==> src/rtl/axil_master_bridge.sv <==
// Single-outstanding AXI4-Lite master: host cmd/rsp stream to AW+W+B or AR+R transactions.
// Optional watchdog enabled by defining AXIL_MASTER_TIMEOUT_EN.
module axil_master_bridge #(
  parameter int ADDR_WIDTH     = 32,
  parameter int DATA_WIDTH     = 32,
  parameter int TIMEOUT_CYCLES = 1024
) (
  input  logic                    ACLK,
  input  logic                    ARESET,
  input  logic                    cmd_valid,
  output logic                    cmd_ready,
  input  logic                    cmd_we,
  input  logic [ADDR_WIDTH-1:0]   cmd_addr,
  input  logic [DATA_WIDTH-1:0]   cmd_wdata,
  input  logic [DATA_WIDTH/8-1:0] cmd_wstrb,
  output logic                    rsp_valid,
  input  logic                    rsp_ready,
  output logic                    rsp_we,
  output logic [DATA_WIDTH-1:0]   rsp_rdata,
  output logic [1:0]              rsp_resp,
  output logic [ADDR_WIDTH-1:0]   AWADDR,
  output logic                    AWVALID,
  input  logic                    AWREADY,
  output logic [DATA_WIDTH-1:0]   WDATA,
  output logic [DATA_WIDTH/8-1:0] WSTRB,
  output logic                    WVALID,
  input  logic                    WREADY,
  input  logic [1:0]              BRESP,
  input  logic                    BVALID,
  output logic                    BREADY,
  output logic [ADDR_WIDTH-1:0]   ARADDR,
  output logic                    ARVALID,
  input  logic                    ARREADY,
  input  logic [DATA_WIDTH-1:0]   RDATA,
  input  logic [1:0]              RRESP,
  input  logic                    RVALID,
  output logic                    RREADY
);

  typedef enum logic [2:0] {IDLE, WR_REQ, WR_RESP, RD_REQ, RD_DATA, RSP} state_t;

  state_t                  state_q;
  logic [ADDR_WIDTH-1:0]   addr_q;
  logic [DATA_WIDTH-1:0]   wdata_q;
  logic [DATA_WIDTH/8-1:0] wstrb_q;
  logic                    awvalid_q, wvalid_q, bready_q, arvalid_q, rready_q;
  logic                    aw_done_q, w_done_q;
  logic                    rsp_valid_q, rsp_we_q;
  logic [DATA_WIDTH-1:0]   rsp_rdata_q;
  logic [1:0]              rsp_resp_q;
  logic                    aw_done_d, w_done_d, timeout_d;

  assign aw_done_d = aw_done_q | (awvalid_q & AWREADY);
  assign w_done_d  = w_done_q  | (wvalid_q  & WREADY);

`ifdef AXIL_MASTER_TIMEOUT_EN
  localparam int CW = $clog2(TIMEOUT_CYCLES + 1);
  logic [CW-1:0] tmo_cnt_q;
  logic          active;

  assign active    = (state_q == WR_REQ) || (state_q == WR_RESP) ||
                     (state_q == RD_REQ) || (state_q == RD_DATA);
  // Fires during the TIMEOUT_CYCLES-th active cycle so VALID/READY drop at that edge.
  assign timeout_d = active && (tmo_cnt_q == CW'(TIMEOUT_CYCLES - 1));

  // IDLE is the only way into WR_REQ/RD_REQ, so clearing there clears on entry.
  always_ff @(posedge ACLK) begin
    if (ARESET)               tmo_cnt_q <= '0;
    else if (state_q == IDLE) tmo_cnt_q <= '0;
    else if (active)          tmo_cnt_q <= tmo_cnt_q + 1'b1;
  end
`else
  assign timeout_d = 1'b0;
`endif

  always_ff @(posedge ACLK) begin
    if (ARESET) begin
      state_q     <= IDLE;
      addr_q      <= '0;
      wdata_q     <= '0;
      wstrb_q     <= '0;
      awvalid_q   <= 1'b0;
      wvalid_q    <= 1'b0;
      bready_q    <= 1'b0;
      arvalid_q   <= 1'b0;
      rready_q    <= 1'b0;
      aw_done_q   <= 1'b0;
      w_done_q    <= 1'b0;
      rsp_valid_q <= 1'b0;
      rsp_we_q    <= 1'b0;
      rsp_rdata_q <= '0;
      rsp_resp_q  <= 2'b00;
    end else begin
      case (state_q)
        IDLE: if (cmd_valid) begin
          addr_q   <= cmd_addr;
          wdata_q  <= cmd_wdata;
          wstrb_q  <= cmd_wstrb;
          rsp_we_q <= cmd_we;
          if (cmd_we) begin
            awvalid_q <= 1'b1;
            wvalid_q  <= 1'b1;
            aw_done_q <= 1'b0;
            w_done_q  <= 1'b0;
            state_q   <= WR_REQ;
          end else begin
            arvalid_q <= 1'b1;
            state_q   <= RD_REQ;
          end
        end
        WR_REQ: begin
          aw_done_q <= aw_done_d;
          w_done_q  <= w_done_d;
          if (AWREADY) awvalid_q <= 1'b0;
          if (WREADY)  wvalid_q  <= 1'b0;
          if (aw_done_d && w_done_d) begin
            bready_q <= 1'b1;
            state_q  <= WR_RESP;
          end
        end
        WR_RESP: if (BVALID) begin
          bready_q    <= 1'b0;
          rsp_resp_q  <= BRESP;
          rsp_rdata_q <= '0;
          rsp_valid_q <= 1'b1;
          state_q     <= RSP;
        end
        RD_REQ: if (ARREADY) begin
          arvalid_q <= 1'b0;
          rready_q  <= 1'b1;
          state_q   <= RD_DATA;
        end
        RD_DATA: if (RVALID) begin
          rready_q    <= 1'b0;
          rsp_resp_q  <= RRESP;
          rsp_rdata_q <= RDATA;
          rsp_valid_q <= 1'b1;
          state_q     <= RSP;
        end
        RSP: if (rsp_ready) begin
          rsp_valid_q <= 1'b0;
          state_q     <= IDLE;
        end
        default: state_q <= IDLE;
      endcase

      // Watchdog abort overrides any same-cycle progress.
      if (timeout_d) begin
        awvalid_q   <= 1'b0;
        wvalid_q    <= 1'b0;
        bready_q    <= 1'b0;
        arvalid_q   <= 1'b0;
        rready_q    <= 1'b0;
        rsp_resp_q  <= 2'b11;
        rsp_rdata_q <= '0;
        rsp_valid_q <= 1'b1;
        state_q     <= RSP;
      end
    end
  end

  assign cmd_ready = (state_q == IDLE);
  assign rsp_valid = rsp_valid_q;
  assign rsp_we    = rsp_we_q;
  assign rsp_rdata = rsp_rdata_q;
  assign rsp_resp  = rsp_resp_q;
  assign AWADDR    = addr_q;
  assign AWVALID   = awvalid_q;
  assign WDATA     = wdata_q;
  assign WSTRB     = wstrb_q;
  assign WVALID    = wvalid_q;
  assign BREADY    = bready_q;
  assign ARADDR    = addr_q;
  assign ARVALID   = arvalid_q;
  assign RREADY    = rready_q;

endmodule

==> config.mk <==
export PLATFORM = sky130hd
export DESIGN_NAME = axil_master_bridge
export DESIGN_NICKNAME = d
export VERILOG_FILES = /design/src/rtl/axil_master_bridge.sv
export SDC_FILE = /design/constraint.sdc
export NUM_CORES = 1
export LEC_CHECK = 0
export BUFFER_PORTS_ARGS = -buffer_cell sky130_fd_sc_hd__buf_2
export CAP_MARGIN = 20
export CORE_ASPECT_RATIO = 0.9
export CORE_MARGIN = 3
export CORE_UTILIZATION = 44
export CTS_CLUSTER_DIAMETER = 120
export CTS_CLUSTER_SIZE = 10
export DETAILED_ROUTE_END_ITERATION = 8
export GPL_ROUTABILITY_DRIVEN = 0
export PLACE_DENSITY = 0.8
export SLEW_MARGIN = 30
export SYNTH_ARGS = -nofsm -noshare
export SYNTH_HDL_FRONTEND = slang
export SYNTH_SLANG_ARGS = --single-unit
==> constraint.sdc <==
create_clock -name ACLK -period 4.55 [get_ports ACLK]
set_input_delay 0.2275 -clock ACLK [delete_from_list [all_inputs] [get_ports ACLK]]
set_output_delay 0.2275 -clock ACLK [all_outputs]
set_load 0.005 [all_outputs]
Yosys cells after proc, flatten, opt, wreduce, memory -nomap -nowiden

Cells that the tools add are included.

RAM bits: 0
Output and inout bits: 142
Memories: 0
Input port bits: 114
ROM bits: 0
Register bits after elaboration: 114
Bits in latches: 0

Divide/modulo/power cells: 0
$lt $le $gt $ge: 0
Equal/unequal tests: 15
Mux-type cells: 38
Reductions and logical operators: 18
Bitwise logic cells: 4
Multipliers: 0
Shift-type cells: 0
$add $sub $neg: 0

Operators with widths:

| operator                                                               | count |
|---|---|
| 32-bit two-way mux                                                     | 2 |
| 32-bit one-hot mux with 2 select lines                                 | 1 |
| 3-bit two-way mux                                                      | 6 |
| 2-bit != test (second input constant)                                  | 9 |
| 3-bit one-hot mux with 6 select lines                                  | 1 |
| 1-bit two-way mux                                                      | 16 |
| 4-bit AND reduction                                                    | 4 |
| 1-bit one-hot mux with 2 select lines                                  | 7 |
| 3-bit AND reduction                                                    | 4 |
| 2-bit nonzero test                                                     | 5 |
| 3-bit by 2-bit equality test with 1-bit output (second input constant) | 2 |
| 3-bit equality test (second input constant)                            | 2 |
| 2-bit two-way mux                                                      | 3 |
| 6-bit AND reduction                                                    | 1 |
| 2-bit one-hot mux with 2 select lines                                  | 1 |
| 3-bit by 1-bit equality test with 1-bit output (second input constant) | 1 |
| 3-bit logical NOT                                                      | 1 |
| 1-bit one-hot mux with 3 select lines                                  | 1 |
| 3-bit nonzero test                                                     | 1 |
| 1-bit AND                                                              | 2 |
| 2-bit by 1-bit != test with 1-bit output (second input constant)       | 1 |
| 1-bit OR                                                               | 2 |
| 2-bit AND reduction                                                    | 1 |
| 1-bit logical AND                                                      | 1 |

Logic depth before layout (Yosys ltp)

Gate-level depths: netlist of run 1.

Word-level depth: 5
Mapped depth: 7
Gate-level depth less buffers: 4

Worst setup path before layout of run 1

Ideal clock, no wire load.

Kind: register to register
From: register state_q[2]
To: register rsp_rdata_q[10] (netlist: rsp_rdata[10])
Required time: 4.422 ns
Library setup time: 0.128 ns
Buffers on the path: 3
Period minus slack after synthesis: 1.527 ns
Slack: 3.023 ns
Cell stages (with the launch flop): 8
Arrival time: 1.400 ns
Path through: dfxtp_1 buf_6 nand2b_1 a2111o_1 buf_6 buf_6 a22oi_2 nor2_1

Longest elaborated chain between the ends: 3
Elaborated cells between the ends (all ways): 7
Classes of those cells: eq/ne: 4; mux: 1; reduce/logical: 2

Ends and longest elaborated chain:

| what                                                                                         | line | source |
|---|---|---|
| start: declaration                                                                           | 42   | `state_t state_q;` |
| start signal: assignment                                                                     | 78   | `state_q <= IDLE;` |
| start signal: assignment                                                                     | 105  | `state_q <= WR_REQ;` |
| start signal: assignment                                                                     | 108  | `state_q <= RD_REQ;` |
| 3-bit equality test / 3-bit by 2-bit equality test with 1-bit output (equally long branches) | 94   | `case (state_q)` |
| 2-bit != test (no source line) / 2-bit nonzero test (equally long branches)                  | -    |  |
| 3-bit AND reduction (no source line)                                                         | -    |  |
| end signal: assignment                                                                       | 91   | `rsp_rdata_q <= '0;` |
| end signal: assignment                                                                       | 124  | `rsp_rdata_q <= '0;` |
| end signal: assignment                                                                       | 136  | `rsp_rdata_q <= RDATA;` |
| end: declaration                                                                             | 49   | `logic [DATA_WIDTH-1:0] rsp_rdata_q;` |

Several ways; a longest one is shown, not always the timed one.
A chain may end at the register's enable or synchronous reset.

Final worst setup path of run 1

From: register state_q[1]
To: register rsp_resp_q[1] (netlist: rsp_resp[1])

Longest elaborated chain between the ends: 3
Elaborated cells between the ends (all ways): 7
Classes of those cells: eq/ne: 4; mux: 1; reduce/logical: 2

Ends and longest elaborated chain:

| what                                                                                         | line | source |
|---|---|---|
| 3-bit equality test / 3-bit by 2-bit equality test with 1-bit output (equally long branches) | 94   |  |
| 2-bit != test (no source line) / 2-bit nonzero test (equally long branches)                  | -    |  |
| 3-bit AND reduction (no source line)                                                         | -    |  |
| end signal: assignment                                                                       | 92   | `rsp_resp_q <= 2'b00;` |
| end signal: assignment                                                                       | 123  | `rsp_resp_q <= BRESP;` |
| end signal: assignment                                                                       | 135  | `rsp_resp_q <= RRESP;` |
| end: declaration                                                                             | 50   | `logic [1:0] rsp_resp_q;` |

Several ways; a longest one is shown, not always the timed one.

==> summary.txt, run 1 <==
Outcome
  • Status: completed

Power and ir drop
  • Comb power frac: 21.2%
  • Switch share: 28.5%
  • Pint: 0.00226 W
  • Power per Cell Area: 519 nW/um2
  • Share of power burned in registers: 38.4%
  • Power share of the clock group: 40.4%
  • P_sw: 0.000905 W
  • Leakage: 2.90 nW
  • VDD IR max: 0.000276 V

GRT
  • Initial antenna violation count: 0
  • Global routing usage summed across all routing layers: 19.9%
  • Largest net degree at the start of global routing: 116
  • Global route total overflow: 0
  • Number of global-route vias before repair: 4022
  • Global-route wire length before repair: 18.6 mm

Die
  • Die area: 11600 um2
  • Rows: 34
  • Die width: 113 um
  • Starting Density: 46.0%
  • Die H: 102 um
  • I/O pins: 256
  • Core ar.: 9870 um2

Final layout
  • ANT cells: 0
  • Final non-filler cell total: 863
  • Filler cells: 857
  • Layout cells sized above 1: 43.8%
  • Synth-to-Final Area Change: 34.4%
  • Final Net Count: 839
  • Util after Layout: 61.9%

Timing
  • Setup Skew: 0.00891 ns
  • Max-slew violations: 0
  • Final hold violations: 0
  • Min Tclk post-route: 2.19 ns
  • Fin crit share: 48.1%
  • RSZ-0062 raised after global routing: no
  • Slew Limit Headroom: 38.4%
  • Setup Total Neg Slack: 0 ns
  • Measured slew at the worst slew-check pin: 0.924 ns
  • Fmax achieved: 457 MHz
  • Final setup fails: 0

Worst setup path
  • Kind of critical path: reg -> reg
  • CP max stage delay: 0.54 ns
  • Slowest CP cell: dfxtp_1
  • Worst Setup End Kind: register
  • R2R cell count: 5
  • Critical path fanouts, max: 26
  • Crit-path cells: nor3b_1 > a2111o_1 > buf_4 > mux2i_1 > nor2_1
  • Worst EP required: 4.80 ns
  • Startpoint types: register
  • CP Data Arrival Time: 2.43 ns

Logic synthesis
  • Synth Area in Compound Gates: 19.4%
  • Adder-cell share of the synthesized area: 0%
  • Multiplexer share of the synthesized area: 0.936%
  • Synth cell types: 34
  • Yosys reg bits: 114
  • Post-Syn Instances: 522
  • Mapped Avg Cell Area: 8.71 um2
  • YS warnings: 0
  • Synth Area in XOR/XNOR: 0%
  • Largest area contributor in the netlist: dfxtp_1
  • Post-synthesis sequential area ratio: 50.2%
  • Combinational family with the most area after synthesis: compound AO/OA/AOI/OAI gates
  • Top post-synthesis cells by area: dfxtp_1 (50%), nand2_1 (12%), a21oi_1 (8.6%)
  • Post-Synth Simple-Gate Area: 18.8%
  • Yosys top cell area share: 50.2%
  • Net Count, Synth: 636
  • Cell area after synthesis: 4540 um2

Hold path
  • WHS Path Cells: 3
  • Hold Path Class: in -> reg

CTS
  • Reg clk slew, reported paths: 0.05 ns
  • Worst skew pair latency: 0.39 ns
  • CTS Hold Buffers Added: 0
  • Clock tree buffer depth: 2
  • CTS sink count: 114
  • CTS Buf Count: 17
  • CTS tree: built
  • CTS root buf: clkbuf_16
  • Post-CTS setup repair buffer count: 0
  • # resized after CTS: 0
  • CTS H-Tree Depth: 4

Place
  • PortBufs: 255
  • Inst Count DP: 832
  • DP Wirelength: 8.64 mm

Drt
  • Routed wire length: 12.0 mm
  • DR iter-0 viols: 228
  • Wire length per cell: 13.9 um
  • DR vias: 4169
  • Remaining DRCs: 0
  • Antenna-violating nets left: 0
  • Total iterations of the first detailed-routing run: 4
  • Drt via density: 4.83

Run
  • Max-cap violations: 0
==> metrics by stage <==
step	hold slack, ns	setup WS, ns	cell area, um2	power [W]
after floorplan	0.324	3.02	4540	0.00172
after global placement	0.438	2.38	5510	0.00188
after detailed placement	0.445	2.37	5520	0.00192
after CTS	0.0498	2.37	6110	0.00321
after global routing	0.0567	2.14	6110	0.00335
final	0.0745	2.36	6110	0.00317
==> final timing paths <==
kind	slack, ns	startpoint	to
max	2.36	state_q[1]$_SDFFE_PP0P_	rsp_resp[1]$_SDFFE_PP0P_
min	0.07	cmd_addr[2]	ARADDR[2]$_SDFFE_PP0P_
max reg2reg	2.36	state_q[1]$_SDFFE_PP0P_	rsp_resp[1]$_SDFFE_PP0P_
min reg2reg	0.45	WDATA[9]$_SDFFE_PP0P_	WDATA[9]$_SDFFE_PP0P_
==> cell families after synthesis <==
logic type | after synthesis
flip-flops | 114
AO/OA/AOI/OAI | 123
buffers and inverters | 73
AND/OR/NAND/NOR | 208
multiplexers | 4
==> critical path: cells and delay by family, from the launching register on <==
| family | cells | cell delay [ns] |
|---|---|---|
| compound gates | 1 | 0.46 |
| buf+inv | 1 | 0.46 |
| mux | 1 | 0.24 |
| flops | 1 | 0.54 |
| simple gates | 2 | 0.33 |
==> layout by cell type (no fill, tap or decap), types with 2 or more instances in the layout <==
cell type,n
a21oi_1,78
nand2_1,143
nand2b_1,3
a31oi_1,2
clkbuf_1,2
nor3b_1,4
dfxtp_1,114
bufinv_16,2
clkinvlp_4,5
nand3_1,3
a22oi_1,2
a21o_1,2
nor2_1,41
buf_2,254
clkbuf_8,4
a211oi_1,3
nor3_1,4
clkbuf_16,17
mux2i_1,2
mux2_2,2
a22oi_2,30
==> power by group through the flow <==
stage	clock network [W]	registers, W	logic, W
5_1_grt	0.00136	0.00123	0.000755
3_5_place_dp	0	0.00124	0.000680
4_1_cts	0.00131	0.00122	0.000681
6_report	0.00128	0.00122	0.000671
2_1_floorplan	0	0.00123	0.000496
3_3_place_gp	0	0.00123	0.000660
==> synth_stat cells (all sizes together) <==
library cell    n
a2111o          1
a2111oi         1
a211oi          3
a21o            2
a21oi          78
a22oi          32
a31oi           2
and2            3
and3            1
buf            58
clkbuf         14
dfxtp         114
inv             1
mux2            2
mux2i           2
nand2         143
nand2b          3
nand3           3
nor2           42
nor2b           1
nor3            5
nor3b           5
o21a            1
o21ai           1
o221ai          1
o2bb2ai         1
or3             1
or4b            1
==> routing by layer <==
layer	global-route usage (%)	wire length (um)
met5	0	0
met3	8.82	1120
met4	7.39	157
met1	21.9	4780
met2	34.3	5970
==> state kept, by name, summed over array words and instances, names as in the netlist <==
| name | count |
|---|---|
| WSTRB | 4 |
| AWVALID | 1 |
| rsp_resp | 2 |
| BREADY | 1 |
| w_done_q | 1 |
| ARVALID | 1 |
| rsp_valid | 1 |
| RREADY | 1 |
| rsp_we | 1 |
| ARADDR | 32 |
| WDATA | 32 |
| state_q | 3 |
| aw_done_q | 1 |
| WVALID | 1 |
| rsp_rdata | 32 |
==> cell type report <==
cell class              count  area [um2]  area share [%]
clock buffers              23         488            7.99
clock inverters             8         103            1.68
inverters                   1        3.75          0.0615
multi-input cells         335        1780            29.2
flip-flops and latches    114        2280            37.4
well taps                 126         158            2.58
repair buffers            256        1290            21.1
Note: power is estimated with default switching activity, not from simulation.
==> inputs of run 2 (changes only) <==
==> constraint.sdc (replaced) <==
create_clock -name ACLK -period 2.2 [get_ports ACLK]
set_input_delay 0.11 -clock ACLK [delete_from_list [all_inputs] [get_ports ACLK]]
set_output_delay 0.11 -clock ACLK [all_outputs]
set_load 0.005 [all_outputs]
==> run 2 against run 1 <==
Against the previous run:
- routed wire length increased by 22%
- sequential power increased by 110%
- critical path depth decreased by 2
==> summary.txt, run 2 (synthesis results as in run 1) <==
Die
  • I/O pins: 256 (unchanged)
  • Die area: 11600 um2 (unchanged)
  • Core ar.: 9870 um2 (unchanged)
  • Rows: 34 (unchanged)
  • Die width: 113 um (unchanged)
  • Starting Density: 46.0% (unchanged)
  • Die H: 102 um (unchanged)

Final layout
  • Layout cells sized above 1: 38.4% (-5.4 points)
  • Most frequent cells in the layout: buf_2 (254), nand2_1 (143), dfxtp_1 (114)
  • Post-layout instance area: 7130 um2 (+17%)
  • Synth-to-Final Area Change: 56.8%
  • Commonest non-fill, non-tap cell in the layout: buf_2
  • Util after Layout: 72.2% (+10 points)
  • Multi-input logic area: 1780 um2 (about the same)
  • ANT cells: 0 (unchanged)
  • Total area of sequential cells: 2280 um2 (unchanged)
  • Final Net Count: 945 (+13%)
  • Filler cells: 673 (-21%)

Drt
  • Remaining DRCs: 0 (unchanged)
  • Routed wire length: 14.6 mm (+22%)
  • DR iter-0 viols: 363 (+59%)
  • DR vias: 4763 (+14%)
  • Antenna-violating nets left: 0 (unchanged)
  • Drt via density: 4.92 (+1.8%)
  • Wire length per cell: 15.1 um (+8.4%)
  • Total iterations of the first detailed-routing run: 4 (unchanged)

Timing
  • Fin crit share: 85.4% (+37 points)
  • Max-slew violations: 0 (unchanged)
  • Slew Limit Headroom: 52.0% (+14 points)
  • Min Tclk post-route: 1.88 ns (-0.308 ns)
  • Final setup fails: 0 (unchanged)
  • Fmax achieved: 532 MHz (+16%)
  • Measured slew at the worst slew-check pin: 0.721 ns (-0.203 ns)
  • Setup Total Neg Slack: 0 ns (unchanged)
  • Setup Skew: 0.00634 ns (-0.00257 ns)
  • RSZ-0062 raised after global routing: no
  • Final hold violations: 0 (unchanged)

Power and ir drop
  • VDD IR max: 0.000559 V (+100%)
  • Power per Cell Area: 939 nW/um2 (+81%)
  • Leakage: 3.35 nW (+15%)

GRT
  • Number of global-route vias before repair: 4790 (+19%)
  • Largest net degree at the start of global routing: 71 (-39%)
  • Initial antenna violation count: 0 (unchanged)
  • Global-route wire length before repair: 22.8 mm (+23%)
  • Global routing usage summed across all routing layers: 24.5% (+4.6 points)
  • Global route total overflow: 0 (unchanged)

CTS
  • CTS Buf Count: 17 (unchanged)
  • CTS H-Tree Depth: 4 (unchanged)
  • CTS root buf: clkbuf_16
  • Reg clk slew, reported paths: 0.05 ns (about the same)
  • Post-CTS setup repair buffer count: 0 (unchanged)
  • CTS tree: built
  • Worst skew pair latency: 0.39 ns (about the same)
  • CTS sink count: 114 (unchanged)
  • Clock tree buffer depth: 2 (unchanged)
  • # resized after CTS: 0 (unchanged)
  • CTS Hold Buffers Added: 101 (+101)

Worst setup path
  • Slowest CP cell: or4b_4
  • Critical path fanouts, max: 70 (+170%)
  • Worst EP required: 2.44 ns (-2.36 ns)
  • Worst Setup End Kind: register
  • Kind of critical path: reg -> reg
  • Crit-path cells: or4b_4 > nand2_1 > a21oi_1
  • CP Data Arrival Time: 2.12 ns (-0.31 ns)
  • Startpoint types: register
  • R2r setup slk: 0.32 ns (-2.04 ns)
  • CP bufs+invs: 0 (-1)
  • CP max stage delay: 0.91 ns (+0.37 ns)
  • Cell family with most CP delay: simple AND/OR/NAND/NOR gates

Place
  • DP Wirelength: 8.83 mm (+2.2%)
  • PortBufs: 255 (unchanged)
  • Post-DP Area: 5560 um2 (+0.82%)

Hold path
  • Hold Path Class: in -> reg

Outcome
  • Status: completed

Run
  • Max-cap violations: 0 (unchanged)
-- run 2: tightest hold or removal path: stages --
cell and delay (ns):
buf_2 0.10, nor2_1 0.05, nor2_1 0.07, a21oi_1 0.07
-- run 2: worst paths after layout --
| check | from | to | depth (start not counted) |
|---|---|---|---|
| worst max-delay path | state_q[0]$_SDFFE_PP0P_ | ARADDR[0]$_SDFFE_PP0P_ | 3 |
| worst min-delay path | rsp_ready | state_q[2]$_SDFFE_PP0P_ | 4 |
| worst max register to register | state_q[0]$_SDFFE_PP0P_ | ARADDR[0]$_SDFFE_PP0P_ | 3 |
| worst min register to register | WSTRB[3]$_SDFFE_PP0P_ | WSTRB[3]$_SDFFE_PP0P_ | 2 |
-- run 2: through the flow --
stage | worst slack, ns | cells | total power [W] | hold WS (ns)
after global placement | 0.464 | 837 | 0.00392 | 0.350
after floorplan | 0.673 | 522 | 0.00357 | 0.207
after detailed placement | 0.403 | 837 | 0.00398 | 0.356
final | 0.321 | 969 | 0.00669 | 0.0596
after global routing | 0.208 | 969 | 0.00702 | 0.0857
after CTS | 0.388 | 969 | 0.00670 | 0.0443
-- run 2: where the power goes --
group          internal [W]  total [W]  switching (W)
registers           0.00233    0.00253       0.000200
clock network       0.00171    0.00257       0.000863
logic              0.000712    0.00159       0.000877
total               0.00475    0.00669        0.00194
-- run 2: layout make-up --
class	count	share of cell area, %
Clock buffer	25	6.67
Clock inverter	6	1.12
Inverter	1	0.0527
Multi-Input combinational cell	335	25.0
Sequential cell	114	32.0
Tap cell	126	2.21
Timing Repair Buffer	362	32.9
-- run 2: metal layers --
metal	up-vias	part of all wire [%]	global-route usage, %
met5	-	0	0
met4	0	2.3	10.8
met2	224	51	44.3
met1	2190	37	26.3
li1	2318	-	-
met3	31	8.8	7.93
==> inputs of run 3 (changes only) <==
--- a/config.mk
+++ b/config.mk
@@ -8,13 +8,13 @@
 export BUFFER_PORTS_ARGS = -buffer_cell sky130_fd_sc_hd__buf_2
 export CAP_MARGIN = 20
 export CORE_ASPECT_RATIO = 0.9
-export CORE_MARGIN = 3
 export CORE_UTILIZATION = 44
 export CTS_CLUSTER_DIAMETER = 120
 export CTS_CLUSTER_SIZE = 10
 export DETAILED_ROUTE_END_ITERATION = 8
 export GPL_ROUTABILITY_DRIVEN = 0
 export PLACE_DENSITY = 0.8
+export REMOVE_ABC_BUFFERS = 1
 export SLEW_MARGIN = 30
 export SYNTH_ARGS = -nofsm -noshare
 export SYNTH_HDL_FRONTEND = slang
==> run 3 against run 2 <==
Against the previous run:
- cell count fell by 0.10%
- via count grew 3.2%
- critical path type unchanged
- die area fell by 7.3%
- largest cell class unchanged
- clock skew rose by 0.0024 ns
- worst setup slack worse by 0.074 ns
- sequential power about the same
- highest routed layer unchanged
- combinational power about the same
- first-iteration DRC count decreased by 40%
- final area rose by 0.42%
- flip-flop and latch count stayed put
==> summary.txt, run 3 (synthesis results as in run 1) <==
Outcome
  • Status: completed

Place
  • Place WS: 0.318 ns (-0.0858 ns)
  • Post-DP Area: 5570 um2 (+0.22%)
  • PortBufs: 255 (unchanged)
  • DP Wirelength: 8.36 mm (-5.3%)

Die
  • Die area: 10700 um2 (-7.3%)
  • Die H: 98.4 um (-3.9%)
  • I/O pins: 256 (unchanged)
  • Core ar.: 9870 um2 (unchanged)
  • Starting Density: 46.0% (unchanged)
  • Die width: 109 um (-3.5%)
  • Rows: 34 (unchanged)

CTS
  • Clock tree buffer depth: 2 (unchanged)
  • CTS root buf: clkbuf_16
  • Worst skew pair latency: 0.40 ns (about the same)
  • CTS Buf Count: 17 (unchanged)
  • CTS sink count: 114 (unchanged)
  • CTS tree: built
  • # resized after CTS: 0 (unchanged)
  • CTS H-Tree Depth: 4 (unchanged)
  • Reg clk slew, reported paths: 0.06 ns (about the same)

GRT
  • Number of global-route vias before repair: 5049 (+5.4%)
  • Initial antenna violation count: 0 (unchanged)
  • Largest net degree at the start of global routing: 76 (+7.0%)
  • Global route total overflow: 0 (unchanged)
  • Global-route wire length before repair: 23.6 mm (+3.3%)
  • Global routing usage summed across all routing layers: 28.3% (+3.8 points)

Timing
  • Setup Skew: 0.00874 ns (+0.00240 ns)
  • Final setup fails: 0 (unchanged)
  • Min Hold Slack: 0.0184 ns (-0.0412 ns)
  • Fin crit share: 88.8% (+3.4 points)
  • Measured slew at the worst slew-check pin: 0.784 ns (+0.0631 ns)
  • Final hold violations: 0 (unchanged)
  • PnR worst setup slack: 0.247 ns (-0.0737 ns)
  • Fmax achieved: 512 MHz (-3.8%)
  • Max-slew violations: 0 (unchanged)
  • Slew Limit Headroom: 47.8% (-4.2 points)
  • Min Tclk post-route: 1.95 ns (+0.0737 ns)
  • RSZ-0062 raised after global routing: no

Hold path
  • Hold Path Class: in -> reg
  • WHS Path Cells: 3 (-1)
  • Hold_sp: RDATA[8]
  • Worst Hold Path EP: rsp_rdata[8]$_SDFFE_PP0P_

Power and ir drop
  • Power per Cell Area: 959 nW/um2 (+2.2%)
  • VDD IR max: 0.000947 V (+70%)
  • Leakage: 3.36 nW (+0.18%)

Drt
  • Remaining DRCs: 0 (unchanged)
  • Antenna-violating nets left: 0 (unchanged)
  • Total iterations of the first detailed-routing run: 5 (+1)
  • DR iter-0 viols: 217 (-40%)
  • Routed wire length: 14.9 mm (+1.7%)
  • DR vias: 4915 (+3.2%)
  • Drt via density: 5.08 (+3.3%)
  • Wire length per cell: 15.4 um (+1.8%)

Final layout
  • Final Net Count: 943 (-0.21%)
  • Layout cells sized above 1: 39.2% (+0.76 points)
  • Synth-to-Final Area Change: 57.5%
  • Commonest non-fill, non-tap cell in the layout: buf_2
  • Post-layout instance area: 7160 um2 (+0.42%)
  • Most frequent cells in the layout: buf_2 (254), nand2_1 (143), dfxtp_1 (114)
  • ANT cells: 0 (unchanged)

Worst setup path
  • Startpoint types: register
  • Cell family with most CP delay: flip-flops
  • Worst EP required: 2.45 ns (about the same)
  • RR Endpoint: rsp_resp[1]$_SDFFE_PP0P_
  • CP bufs+invs: 1 (+1)
  • CP max stage delay: 0.51 ns (-0.40 ns)
  • Reg2reg start: state_q[2]$_SDFFE_PP0P_
  • Slowest CP cell: dfxtp_1
  • R2r setup slk: 0.25 ns (-0.07 ns)
  • Kind of critical path: reg -> reg
  • Worst Setup End Kind: register
  • CP startpoint: state_q[2]$_SDFFE_PP0P_
  • CP Data Arrival Time: 2.20 ns (+0.08 ns)
  • Critical path fanouts, max: 35 (-50%)
  • Crit-path cells: nor3b_1 > a2111o_1 > buf_4 > mux2i_1 > nor2_1
  • Crit. path cell count: 5 (+2)
  • R2R cell count: 5 (+2)

Run
  • Max-cap violations: 0 (unchanged)
==> run 3: layer usage <==
metal	vias up	share of wire [%]	wire, um	global-route usage (%)
met2	268	53	7900	50.7
met5	-	0	0	0
met1	2268	36	5290	28.5
met3	62	6.8	1020	8.60
li1	2317	-	-	-
met4	0	4.5	670	16.8
==> run 3: cell type report <==
| cell class | count | area [um2] |
|---|---|---|
| inverter | 1 | 3.75 |
| fill | 702 | 2710 |
| clock inverter | 13 | 150 |
| multi-input combinational | 335 | 1780 |
| tap | 126 | 158 |
| sequential | 114 | 2280 |
| clock buffer | 19 | 443 |
| timing repair buffer | 360 | 2340 |
==> run 3: tightest hold or removal path, cell delays in order <==
cell and delay, ns:
buf_2 0.10, a22oi_2 0.07, nor2_1 0.09
==> run 3: what timing repair did <==
item / CTS / global route
endpoints found under the hold margin: 100 / 0
hold buffers: 99 / 0
buffers inserted: 0 / 0
==> run 3: worst max path at each step <==
stage / to / slack, ns
final: rsp_resp[1]$_SDFFE_PP0P_ / 0.25
after global routing: rsp_resp[1]$_SDFFE_PP0P_ / 0.09
after CTS: rsp_resp[1]$_SDFFE_PP0P_ / 0.28
after detailed placement: rsp_resp[0]$_SDFFE_PP0P_ / 0.32
after global placement: WDATA[20]$_SDFFE_PP0P_ / 0.47
after floorplan: rsp_we$_SDFFE_PP0P_ / -0.21
==> run 3: power breakdown <==
group | switching, W | total [W] | internal (W)
logic | 0.000896 | 0.00162 | 0.000727
clock network | 0.00100 | 0.00272 | 0.00172
registers | 0.000200 | 0.00252 | 0.00232
total | 0.00210 | 0.00687 | 0.00477
==> run 3: metrics by stage <==
stage | setup TNS [ns] | util, % | total power, W | cells
2_1_floorplan | -6.41 | - | 0.00328 | 450
3_3_place_gp | 0 | 56.5 | 0.00393 | 837
3_5_place_dp | 0 | 56.5 | 0.00399 | 837
4_1_cts | 0 | 72.5 | 0.00684 | 968
5_1_grt | 0 | 72.5 | 0.00721 | 968
6_report | 0 | 72.5 | 0.00687 | 968
